==> src/rtl/spi_slave_pkg.sv <==
// Shared definitions for the SPI slave: register offsets, STATUS bit
// positions and the transfer state encoding.
package spi_slave_pkg;

  localparam logic [15:0] ADDR_CTRL   = 16'h0000;
  localparam logic [15:0] ADDR_MODE   = 16'h0004;
  localparam logic [15:0] ADDR_STATUS = 16'h0008;
  localparam logic [15:0] ADDR_TXDATA = 16'h000C;
  localparam logic [15:0] ADDR_RXDATA = 16'h0010;
  localparam logic [15:0] ADDR_IE     = 16'h0014;

  localparam int STAT_RXV  = 0;
  localparam int STAT_TXE  = 1;
  localparam int STAT_OVR  = 2;
  localparam int STAT_UDR  = 3;
  localparam int STAT_BUSY = 4;

  typedef enum logic {
    S_IDLE  = 1'b0,
    S_SHIFT = 1'b1
  } state_e;

endpackage

==> src/rtl/spi_sync.sv <==
// Multi-flop synchronizer for one asynchronous input, with single-cycle
// rise/fall pulses derived from the synchronized level.
module spi_sync #(
  parameter int   STAGES = 2,   // at least 2
  parameter logic INIT   = 1'b0
) (
  input  logic clk,
  input  logic rst,
  input  logic d,
  output logic q,
  output logic rise,
  output logic fall
);

  // sr[STAGES-1] is the synchronized level, sr[STAGES] its previous value.
  logic [STAGES:0] sr;

  // NOTE: sequential state uses non-blocking assignments so every flop
  // samples the pre-edge value of its neighbour, giving a true shift chain.
  always_ff @(posedge clk or posedge rst) begin
    if (rst) sr <= {(STAGES + 1){INIT}};
    else     sr <= {sr[STAGES-1:0], d};
  end

  assign q    = sr[STAGES-1];
  assign rise = sr[STAGES-1] & ~sr[STAGES];
  assign fall = ~sr[STAGES-1] & sr[STAGES];

endmodule

==> src/rtl/spi_slave.sv <==
// SPI slave (modes 0-3, MSB first, 8-bit) with a small register interface,
// status flags and a level interrupt, all in the clk domain.
module spi_slave
  import spi_slave_pkg::*;
#(
  parameter int SYNC_STAGES = 2
) (
  input  logic        clk,
  input  logic        rst,
  input  logic [15:0] rw_addr,
  input  logic        wr_en,
  input  logic [31:0] wr_data,
  input  logic [3:0]  wr_strb,
  input  logic        rd_en,
  output logic [31:0] rd_data,
  input  logic        spi_sck,
  input  logic        spi_mosi,
  input  logic        spi_cs_n,
  output logic        spi_miso,
  output logic        spi_miso_oe,
  output logic        irq
);

  state_e      state;
  logic        en, cpha, cpol;
  logic [3:0]  ie;
  logic        rxv, txe, ovr, udr;
  logic [7:0]  tx_data, rx_data, shreg;
  logic [2:0]  bit_cnt;
  logic [4:0]  status;

  logic sck_q, sck_rise, sck_fall;
  logic cs_q, cs_rise, cs_fall;
  logic mosi_s, mosi_rise, mosi_fall;

  spi_sync #(.STAGES(SYNC_STAGES), .INIT(1'b0)) u_sync_sck (
    .clk(clk), .rst(rst), .d(spi_sck), .q(sck_q), .rise(sck_rise), .fall(sck_fall));
  spi_sync #(.STAGES(SYNC_STAGES), .INIT(1'b1)) u_sync_cs (
    .clk(clk), .rst(rst), .d(spi_cs_n), .q(cs_q), .rise(cs_rise), .fall(cs_fall));
  spi_sync #(.STAGES(SYNC_STAGES), .INIT(1'b0)) u_sync_mosi (
    .clk(clk), .rst(rst), .d(spi_mosi), .q(mosi_s), .rise(mosi_rise), .fall(mosi_fall));

  logic unused_ok;
  assign unused_ok = ^{wr_data[31:8], sck_q, cs_q, mosi_rise, mosi_fall};

  // Bus decode
  logic wr_ok, wr_ctrl, wr_mode, wr_status, wr_tx, wr_ie, rd_rx;
  assign wr_ok     = wr_en && (wr_strb == 4'b1111);
  assign wr_ctrl   = wr_ok && (rw_addr == ADDR_CTRL);
  assign wr_mode   = wr_ok && (rw_addr == ADDR_MODE);
  assign wr_status = wr_ok && (rw_addr == ADDR_STATUS);
  assign wr_tx     = wr_ok && (rw_addr == ADDR_TXDATA);
  assign wr_ie     = wr_ok && (rw_addr == ADDR_IE);
  assign rd_rx     = rd_en && (rw_addr == ADDR_RXDATA);

  // Leading edge leaves the CPOL idle level; CPHA picks which edge samples.
  logic lead_edge, trail_edge, sample_edge, shift_edge;
  assign lead_edge   = cpol ? sck_fall : sck_rise;
  assign trail_edge  = cpol ? sck_rise : sck_fall;
  assign sample_edge = cpha ? trail_edge : lead_edge;
  assign shift_edge  = cpha ? lead_edge  : trail_edge;

  logic       start, stop, byte_done, load;
  logic [7:0] load_byte, rx_byte;
  assign start     = (state == S_IDLE) && cs_fall && en;
  assign stop      = (state == S_SHIFT) && (cs_rise || !en);
  assign byte_done = (state == S_SHIFT) && !stop && sample_edge && (bit_cnt == 3'd7);
  assign load      = start || byte_done;
  assign load_byte = txe ? 8'hFF : tx_data;
  assign rx_byte   = {shreg[6:0], mosi_s};

  always_ff @(posedge clk or posedge rst) begin
    if (rst) begin
      state       <= S_IDLE;
      shreg       <= '0;
      bit_cnt     <= '0;
      spi_miso    <= 1'b1;
      spi_miso_oe <= 1'b0;
    end else begin
      case (state)
        S_IDLE: begin
          if (start) begin
            state       <= S_SHIFT;
            spi_miso_oe <= 1'b1;
            bit_cnt     <= '0;
            shreg       <= load_byte;
            spi_miso    <= load_byte[7];
          end
        end
        S_SHIFT: begin
          if (stop) begin
            state       <= S_IDLE;
            spi_miso_oe <= 1'b0;
            spi_miso    <= 1'b1;
            bit_cnt     <= '0;
          end else if (sample_edge) begin
            bit_cnt <= bit_cnt + 3'd1;
            shreg   <= byte_done ? load_byte : rx_byte;
            if (byte_done) spi_miso <= load_byte[7];
          end else if (shift_edge) begin
            spi_miso <= shreg[7];
          end
        end
        default: state <= S_IDLE;
      endcase
    end
  end

  // Register file and flags; simultaneous set events take priority over clears.
  always_ff @(posedge clk or posedge rst) begin
    if (rst) begin
      en      <= 1'b0;
      cpha    <= 1'b0;
      cpol    <= 1'b0;
      ie      <= '0;
      rxv     <= 1'b0;
      txe     <= 1'b1;
      ovr     <= 1'b0;
      udr     <= 1'b0;
      tx_data <= '0;
      rx_data <= '0;
      irq     <= 1'b0;
    end else begin
      if (wr_ctrl) en <= wr_data[0];
      if (wr_mode && (state != S_SHIFT)) {cpol, cpha} <= wr_data[1:0];
      if (wr_ie) ie <= wr_data[3:0];
      if (wr_tx) tx_data <= wr_data[7:0];

      // A write coincident with a load keeps the new byte pending.
      if (wr_tx)              txe <= 1'b0;
      else if (load && !txe)  txe <= 1'b1;

      if (load && txe)                           udr <= 1'b1;
      else if (wr_status && wr_data[STAT_UDR])   udr <= 1'b0;

      if (byte_done && rxv && !rd_rx)            ovr <= 1'b1;
      else if (wr_status && wr_data[STAT_OVR])   ovr <= 1'b0;

      if (byte_done && (!rxv || rd_rx)) begin
        rx_data <= rx_byte;
        rxv     <= 1'b1;
      end else if (rd_rx) begin
        rxv     <= 1'b0;
      end

      irq <= |(status[3:0] & ie);
    end
  end

  // NOTE: every combinational output gets a default first so no path
  // through the block leaves it unassigned and infers a latch.
  always_comb begin
    status            = '0;
    status[STAT_RXV]  = rxv;
    status[STAT_TXE]  = txe;
    status[STAT_OVR]  = ovr;
    status[STAT_UDR]  = udr;
    status[STAT_BUSY] = (state == S_SHIFT);
  end

  always_comb begin
    rd_data = '0;
    case (rw_addr)
      ADDR_CTRL:   rd_data[0]   = en;
      ADDR_MODE:   rd_data[1:0] = {cpol, cpha};
      ADDR_STATUS: rd_data[4:0] = status;
      ADDR_RXDATA: rd_data[7:0] = rx_data;
      ADDR_IE:     rd_data[3:0] = ie;
      default:     ;
    endcase
  end

endmodule
==> config.mk <==
export PLATFORM = sky130hd
export DESIGN_NAME = spi_slave
export DESIGN_NICKNAME = d
export VERILOG_FILES = /design/src/rtl/spi_slave_pkg.sv /design/src/rtl/spi_sync.sv /design/src/rtl/spi_slave.sv
export SDC_FILE = /design/constraint.sdc
export NUM_CORES = 1
export LEC_CHECK = 0
export CELL_PAD_IN_SITES_DETAIL_PLACEMENT = 1
export CELL_PAD_IN_SITES_GLOBAL_PLACEMENT = 1
export CORE_MARGIN = 3
export CORE_UTILIZATION = 29
export CTS_CLUSTER_DIAMETER = 120
export DETAILED_ROUTE_END_ITERATION = 16
export PLACE_DENSITY = 0.66
export SYNTH_ARGS = -nofsm -noshare
export SYNTH_HDL_FRONTEND = slang
export SYNTH_SLANG_ARGS = --single-unit
==> constraint.sdc <==
create_clock -name clk -period 3.71 [get_ports clk]
set_input_delay 0.742 -clock clk [delete_from_list [all_inputs] [get_ports clk]]
set_output_delay 0.742 -clock clk [all_outputs]
set_load 0.05 [all_outputs]
==> results.py, run 1 <==
metrics = {
    "hold_path": {
        "min_path_type": "register to register",
        "min-delay-start": "u_sync_cs.sr[0]",
    },
    "critical_path": {
        "critPathLaunchType": "input pin",
        "cp-startpoint": "rw_addr[13]",
        "path_class": "input pin to primary output",
        "reg2reg_slack_ns": 1.42,
        "reg2reg_depth": 6,
        "timing.rr.end": "rx_data[6]",
        "cp_data_arrival_time_ns": 2.87,
        "crit_path_end_kind": "primary output",
        "critPathRequiredTime_ns": 2.97,
        "reg2reg_from": "cpol",
        "cp-endpoint": "rd_data[1]",
        "cp_max_fo": 5,
    },
    "finish": {
        "final-instance-count-excl-fill": 386,
        "layout-drive-gt1-share_pct": 25.6,
        "antenna_cells": 0,
        "fin_area_um2": 3270,
        "area_growth_pct": 28.7,
        "finish.utilization_pct": 39.1,
        "fin_nets": 341,
    },
    "timing": {
        "fmax_ghz": 0.277,
        "setup_viol": 0,
        "whs_ns": 0.368,
        "fin_crit_sh_pct": 97.5,
        "rsz0062_at_grt": "no",
        "slew_headroom_pct": 25.1,
        "finClkSkew_ns": 0.00997,
        "slew_viol_final": 0,
        "finalCriticalPeriod_ns": 3.62,
        "hold_violations": 0,
        "worst_pin_slew_ns": 1.12,
        "fin_ws_ns": 0.0942,
    },
    "power_and_ir_drop": {
        "clkPwrFrac_pct": 32.3,
        "power.leakage_nw": 1.48,
        "ir_drop_mv": 0.129,
        "p_seq_share_pct": 55.7,
        "power_switching_mw": 0.270,
        "internal_power_mw": 0.722,
        "sw_frac_of_total_pct": 27.2,
        "combPwrFrac_pct": 12.0,
        "power_density_nw_per_um2": 303,
    },
    "clocking": {
        "clock-sinks": 50,
        "cts_setup_buffers": 0,
        "cts_hold_buf": 0,
        "clk_pin_slew_ns": 0.09,
        "worstSkewPairLatency_ns": 0.31,
        "numCtsBuffers": 5,
        "cts_tree": "done",
        "cts_max_level": 2,
        "root_buffer": "clkbuf_8",
        "clk_path_buf_depth": 2,
    },
    "die": {
        "die-width_um": 99.6,
        "die-height_um": 99.6,
        "dieArea_um2": 9930,
        "core_area_um2": 8380,
        "start_util_pct": 30.3,
        "num_rows": 33,
        "num_io_pins": 94,
    },
    "synth": {
        "synth_top_area_share_pct": 44.3,
        "mappedNetlistArea_um2": 2540,
        "synth-warning-count": 0,
        "ys_top_cells_by_count": "dfrtp_1 (45), buf_4 (24), nand2_1 (24)",
        "yosys-top-cells-area": "dfrtp_1 (44%), mux2_2 (10%), buf_4 (7.1%)",
        "synth_top_cell_by_area": "dfrtp_1",
        "seq_area_frac_synth_pct": 49.5,
        "postSynthAreaPerCell_um2": 11.4,
        "yosysMostFrequentCell": "dfrtp_1",
        "ys.flop_type": "dfrtp_1",
        "synth_edf_count": 0,
        "yosysUniqueCellTypes": 50,
        "netlist_instances": 224,
        "ys_seq_elements": 50,
        "async_flop_share_pct": 100,
    },
    "global_routing": {
        "antenna_found_initial": 0,
        "grt_first_pass_wirelength_mm": 9.58,
        "grt_util_all_layers_pct": 12.3,
        "grt_start_max_net_pins": 51,
        "grt_overflow": 0,
        "grt_pass1_vias": 1916,
    },
    "placement": {
        "portBuffers": 45,
        "gp_congestion": 0.776,
        "place_ws_ns": -0.0265,
        "place_inst": 378,
        "dp.final_hpwl_mm": 4.50,
        "placed_cell_area_um2": 3170,
    },
    "drt": {
        "vias": 1860,
        "wire_per_inst_um": 15.6,
        "wl_met3_um": 367,
        "wl_met1_mm": 2.76,
        "drc": 0,
        "vias_per_cell": 4.82,
        "drt_wl_total_mm": 6.02,
        "drt_first_iter_violations": 43,
        "met2RoutedLength_mm": 2.83,
        "routed.top_layer": "met4",
        "antenna_left": 0,
        "firstDrtPassIters": 4,
    },
    "outcome": {
        "status": "finished, final reports clean",
    },
    "flow_run": {
        "maxCapViolations": 0,
    },
}
-- layout make-up --
| class | count | area, um^2 |
|---|---|---|
| repair buffers | 56 | 613 |
| inverters | 4 | 15.0 |
| clock inverters | 2 | 13.8 |
| flip-flops and latches | 50 | 1260 |
| multi-input cells | 163 | 1170 |
| fillers | 943 | 5110 |
| well taps | 105 | 131 |
| clock buffers | 6 | 72.6 |
-- stage by stage --
step	total power [mW]	TNS [ns]
floorplan	0.654	0
global placement	0.681	0
detailed placement	0.683	-0.0265
CTS	1.00	0
global route	1.03	0
finish	0.992	0
-- cell usage in the layout (no fill, tap or decap), drive strengths merged, types with 5 or more instances in the layout --
cell type and n:
a211oi 7, buf 19, clkbuf 6, clkdlybuf4s50 37
conb 24, dfrtp 45, dfstp 5, mux2 25
nand2 25, nor2 10, nor3 8, nor4 5
o21ai 5, o31ai 8
-- critical path: stages --
cell	delay, ns
clkdlybuf4s50_1	0.40
or4_4	0.54
or4_4	0.54
nor3_2	0.13
buf_4	0.18
a221o_1	0.20
buf_12	0.15
-- flip-flops by register name, summed over array words and instances (netlist names), 2 cells and up --
register and count:
bit_cnt 3, ie 4, rx_data 8, shreg 8
tx_data 8, u_sync_cs.sr 3, u_sync_mosi.sr 2, u_sync_sck.sr 3
-- per-layer routing --
| layer | up-vias | global-route usage, % |
|---|---|---|
| met5 | - | 0 |
| met2 | 61 | 20.4 |
| met4 | 0 | 3.78 |
| met3 | 5 | 2.81 |
| met1 | 922 | 15.8 |
| li1 | 872 | - |
-- power groups by stage --
stage	logic (mW)	registers (mW)	clock network (mW)
5_1_grt	0.128	0.553	0.352
3_5_place_dp	0.120	0.563	0
4_1_cts	0.120	0.553	0.330
6_report	0.119	0.553	0.320
3_3_place_gp	0.118	0.563	0
2_1_floorplan	0.0912	0.562	0
-- worst min path at each step --
stage	endpoint	slack, ns	cells after the start
after floorplan	u_sync_mosi.sr[1]	0.33	0
after global placement	u_sync_sck.sr[1]	0.33	0
after detailed placement	u_sync_sck.sr[1]	0.35	0
after CTS	u_sync_sck.sr[1]	0.37	0
after global routing	u_sync_cs.sr[1]	0.38	0
final	u_sync_cs.sr[1]	0.37	0
-- timing repair --
| action | in CTS | in global routing |
|---|---|---|
| setup endpoints to repair | 2 | 5 |
| gates resized for setup | 1 | 3 |
| endpoints found under the hold margin | 0 | 0 |
| pin swaps | 0 | 3 |
-- cell families after synthesis --
family	share of synthesized area, %
simple gates	16.2
compound gates	11.2
flops	49.5
fa+ha+maj	0.984
mux	13.0
other cells	0.147
xor+xnor	0.345
buf+inv	8.61
(Power assumes the default switching activity.)
==> run 2, diff against run 1 <==
--- a/config.mk
+++ b/config.mk
@@ -11,7 +11,9 @@
 export CORE_UTILIZATION = 29
 export CTS_CLUSTER_DIAMETER = 120
 export DETAILED_ROUTE_END_ITERATION = 16
-export PLACE_DENSITY = 0.66
+export DONT_BUFFER_PORTS = 1
+export GPL_TIMING_DRIVEN = 0
+export PLACE_DENSITY = 0.48
 export SYNTH_ARGS = -nofsm -noshare
 export SYNTH_HDL_FRONTEND = slang
 export SYNTH_SLANG_ARGS = --single-unit
==> results.py, run 2 (synthesis results as in run 1) <==
metrics = {
    "power_and_ir_drop": {
        "power_density_nw_per_um2": 363,
        "power.leakage_nw": 1.36,
        "finalPower_mw": 1.05,
        "ir_drop_mv": 0.146,
    },
    "finish": {
        "area_growth_pct": 14.1,
        "final_cell_mix": "dfrtp_1 (45), nand2_1 (24), buf_4 (24), conb_1 (24), mux2_2 (23)",
        "fin_nets": 316,
        "final-instance-count-excl-fill": 361,
        "antenna_cells": 0,
        "reg_top3": "rx_data (8), shreg (8), tx_data (8)",
        "finish.utilization_pct": 34.6,
        "final_common_cell": "dfrtp_1",
        "layout-drive-gt1-share_pct": 30.1,
    },
    "drt": {
        "drt_first_iter_violations": 44,
        "vias_per_cell": 4.89,
        "drc": 0,
        "firstDrtPassIters": 4,
        "antenna_left": 0,
        "vias": 1765,
        "drt_wl_total_mm": 5.93,
        "wire_per_inst_um": 16.4,
    },
    "placement": {
        "portBuffers": 0,
        "place_inst": 353,
        "dp.final_hpwl_mm": 4.56,
        "gp_congestion": 0.766,
    },
    "flow_run": {
        "maxCapViolations": 0,
    },
    "global_routing": {
        "grt_pass1_vias": 1830,
        "grt_overflow": 0,
        "grt_util_all_layers_pct": 12.6,
        "grt_start_max_net_pins": 28,
        "antenna_found_initial": 0,
        "grt_first_pass_wirelength_mm": 9.84,
    },
    "critical_path": {
        "cp_data_arrival_time_ns": 2.80,
        "critPathLaunchType": "input pin",
        "path_class": "input pin to primary output",
        "crit_path_end_kind": "primary output",
        "cp_max_fo": 5,
        "critPathRequiredTime_ns": 2.97,
    },
    "die": {
        "die-height_um": 99.6,
        "dieArea_um2": 9930,
        "die-width_um": 99.6,
        "core_area_um2": 8380,
        "start_util_pct": 30.3,
        "num_io_pins": 94,
        "num_rows": 33,
    },
    "timing": {
        "rsz0062_at_grt": "no",
        "fmax_ghz": 0.282,
        "worst_pin_slew_ns": 0.872,
        "fin_setup_tns_ns": 0,
        "hold_violations": 0,
        "finClkSkew_ns": 0.0116,
        "whs_ns": 0.358,
        "fin_crit_sh_pct": 95.5,
        "setup_viol": 0,
        "slew_headroom_pct": 41.1,
        "finalCriticalPeriod_ns": 3.54,
        "slew_viol_final": 0,
    },
    "clocking": {
        "clk_pin_slew_ns": 0.10,
        "worstSkewPairLatency_ns": 0.31,
        "clk_path_buf_depth": 2,
        "cts_tree": "done",
        "cts_hold_buf": 0,
        "numCtsBuffers": 5,
        "root_buffer": "clkbuf_8",
        "cts_max_level": 2,
        "clock-sinks": 50,
        "cts_setup_buffers": 0,
    },
    "hold_path": {
        "min_path_type": "input pin to async pin",
    },
    "outcome": {
        "status": "finished, final reports clean",
    },
}
-- run 2: cell count changes in the layout (fill, tap and decap cells not counted), sizes merged --
cell,previous run,this run
buf,19,27
clkdlybuf4s50,37,0
clkbuf,6,11
bufinv,0,1
clkinv,2,0
-- run 2: final cells by class --
type	count	area, um^2
inverter	4	15.0
clock buffer	7	86.3
clock inverter	1	30.0
multi-input combinational	163	1160
tap	105	131
timing repair buffer	1	20.0
fill	963	5480
buffer	30	204
sequential	50	1260
-- run 2: where the power goes --
part | switching [mW] | internal, mW | total, mW
Sequential | 0.00221 | 0.550 | 0.553
Clock | 0.180 | 0.220 | 0.400
Combinational | 0.0748 | 0.0251 | 0.0999
-- run 2: critical path, stage by stage --
cell	delay [ns]
or4_4	0.56
or4_4	0.54
nor3_2	0.39
a221o_1	0.56
-- run 2: through the flow --
stage | cell area (um^2) | setup WS, ns
floorplan | 2630 | 0.255
global route | 2900 | 0.0877
global placement | 2760 | -0.121
finish | 2900 | 0.168
detailed placement | 2780 | -0.0979
CTS | 2900 | 0.148
-- run 2: worst paths after layout --
kind / depth (start not counted) / start / slack [ns] / to
max in group asynchronous: 2 / rst / 2.82 / tx_data[0]
hold reg to reg: 0 / u_sync_cs.sr[0] / 0.36 / u_sync_cs.sr[1]
min in group clk: 0 / u_sync_cs.sr[0] / 0.36 / u_sync_cs.sr[1]
hold / removal: 1 / rst / 0.36 / rx_data[4]
setup reg to reg: 5 / cpol / 1.03 / rx_data[0]
setup / recovery: 4 / rw_addr[9] / 0.17 / rd_data[1]
-- run 2: layer usage --
metal	wire [um]	vias up	GRT usage [%]
met1	2840	868	17.8
met4	74	0	3.78
met2	2580	61	19.2
li1	-	830	-
met3	430	6	3.23
met5	0	-	0
-- run 2: what timing repair did --
item	in CTS	in global routing
gates resized for setup	1	0
endpoints found under the setup margin	5	0
hold endpoints to repair	0	0
==> run 3, diff against run 2 <==
--- a/config.mk
+++ b/config.mk
@@ -10,6 +10,7 @@
 export CORE_MARGIN = 3
 export CORE_UTILIZATION = 29
 export CTS_CLUSTER_DIAMETER = 120
+export CTS_CLUSTER_SIZE = 28
 export DETAILED_ROUTE_END_ITERATION = 16
 export DONT_BUFFER_PORTS = 1
 export GPL_TIMING_DRIVEN = 0
==> results of run 3 <==
No change in the layout: final DEF, timing and power equal those of run 2.
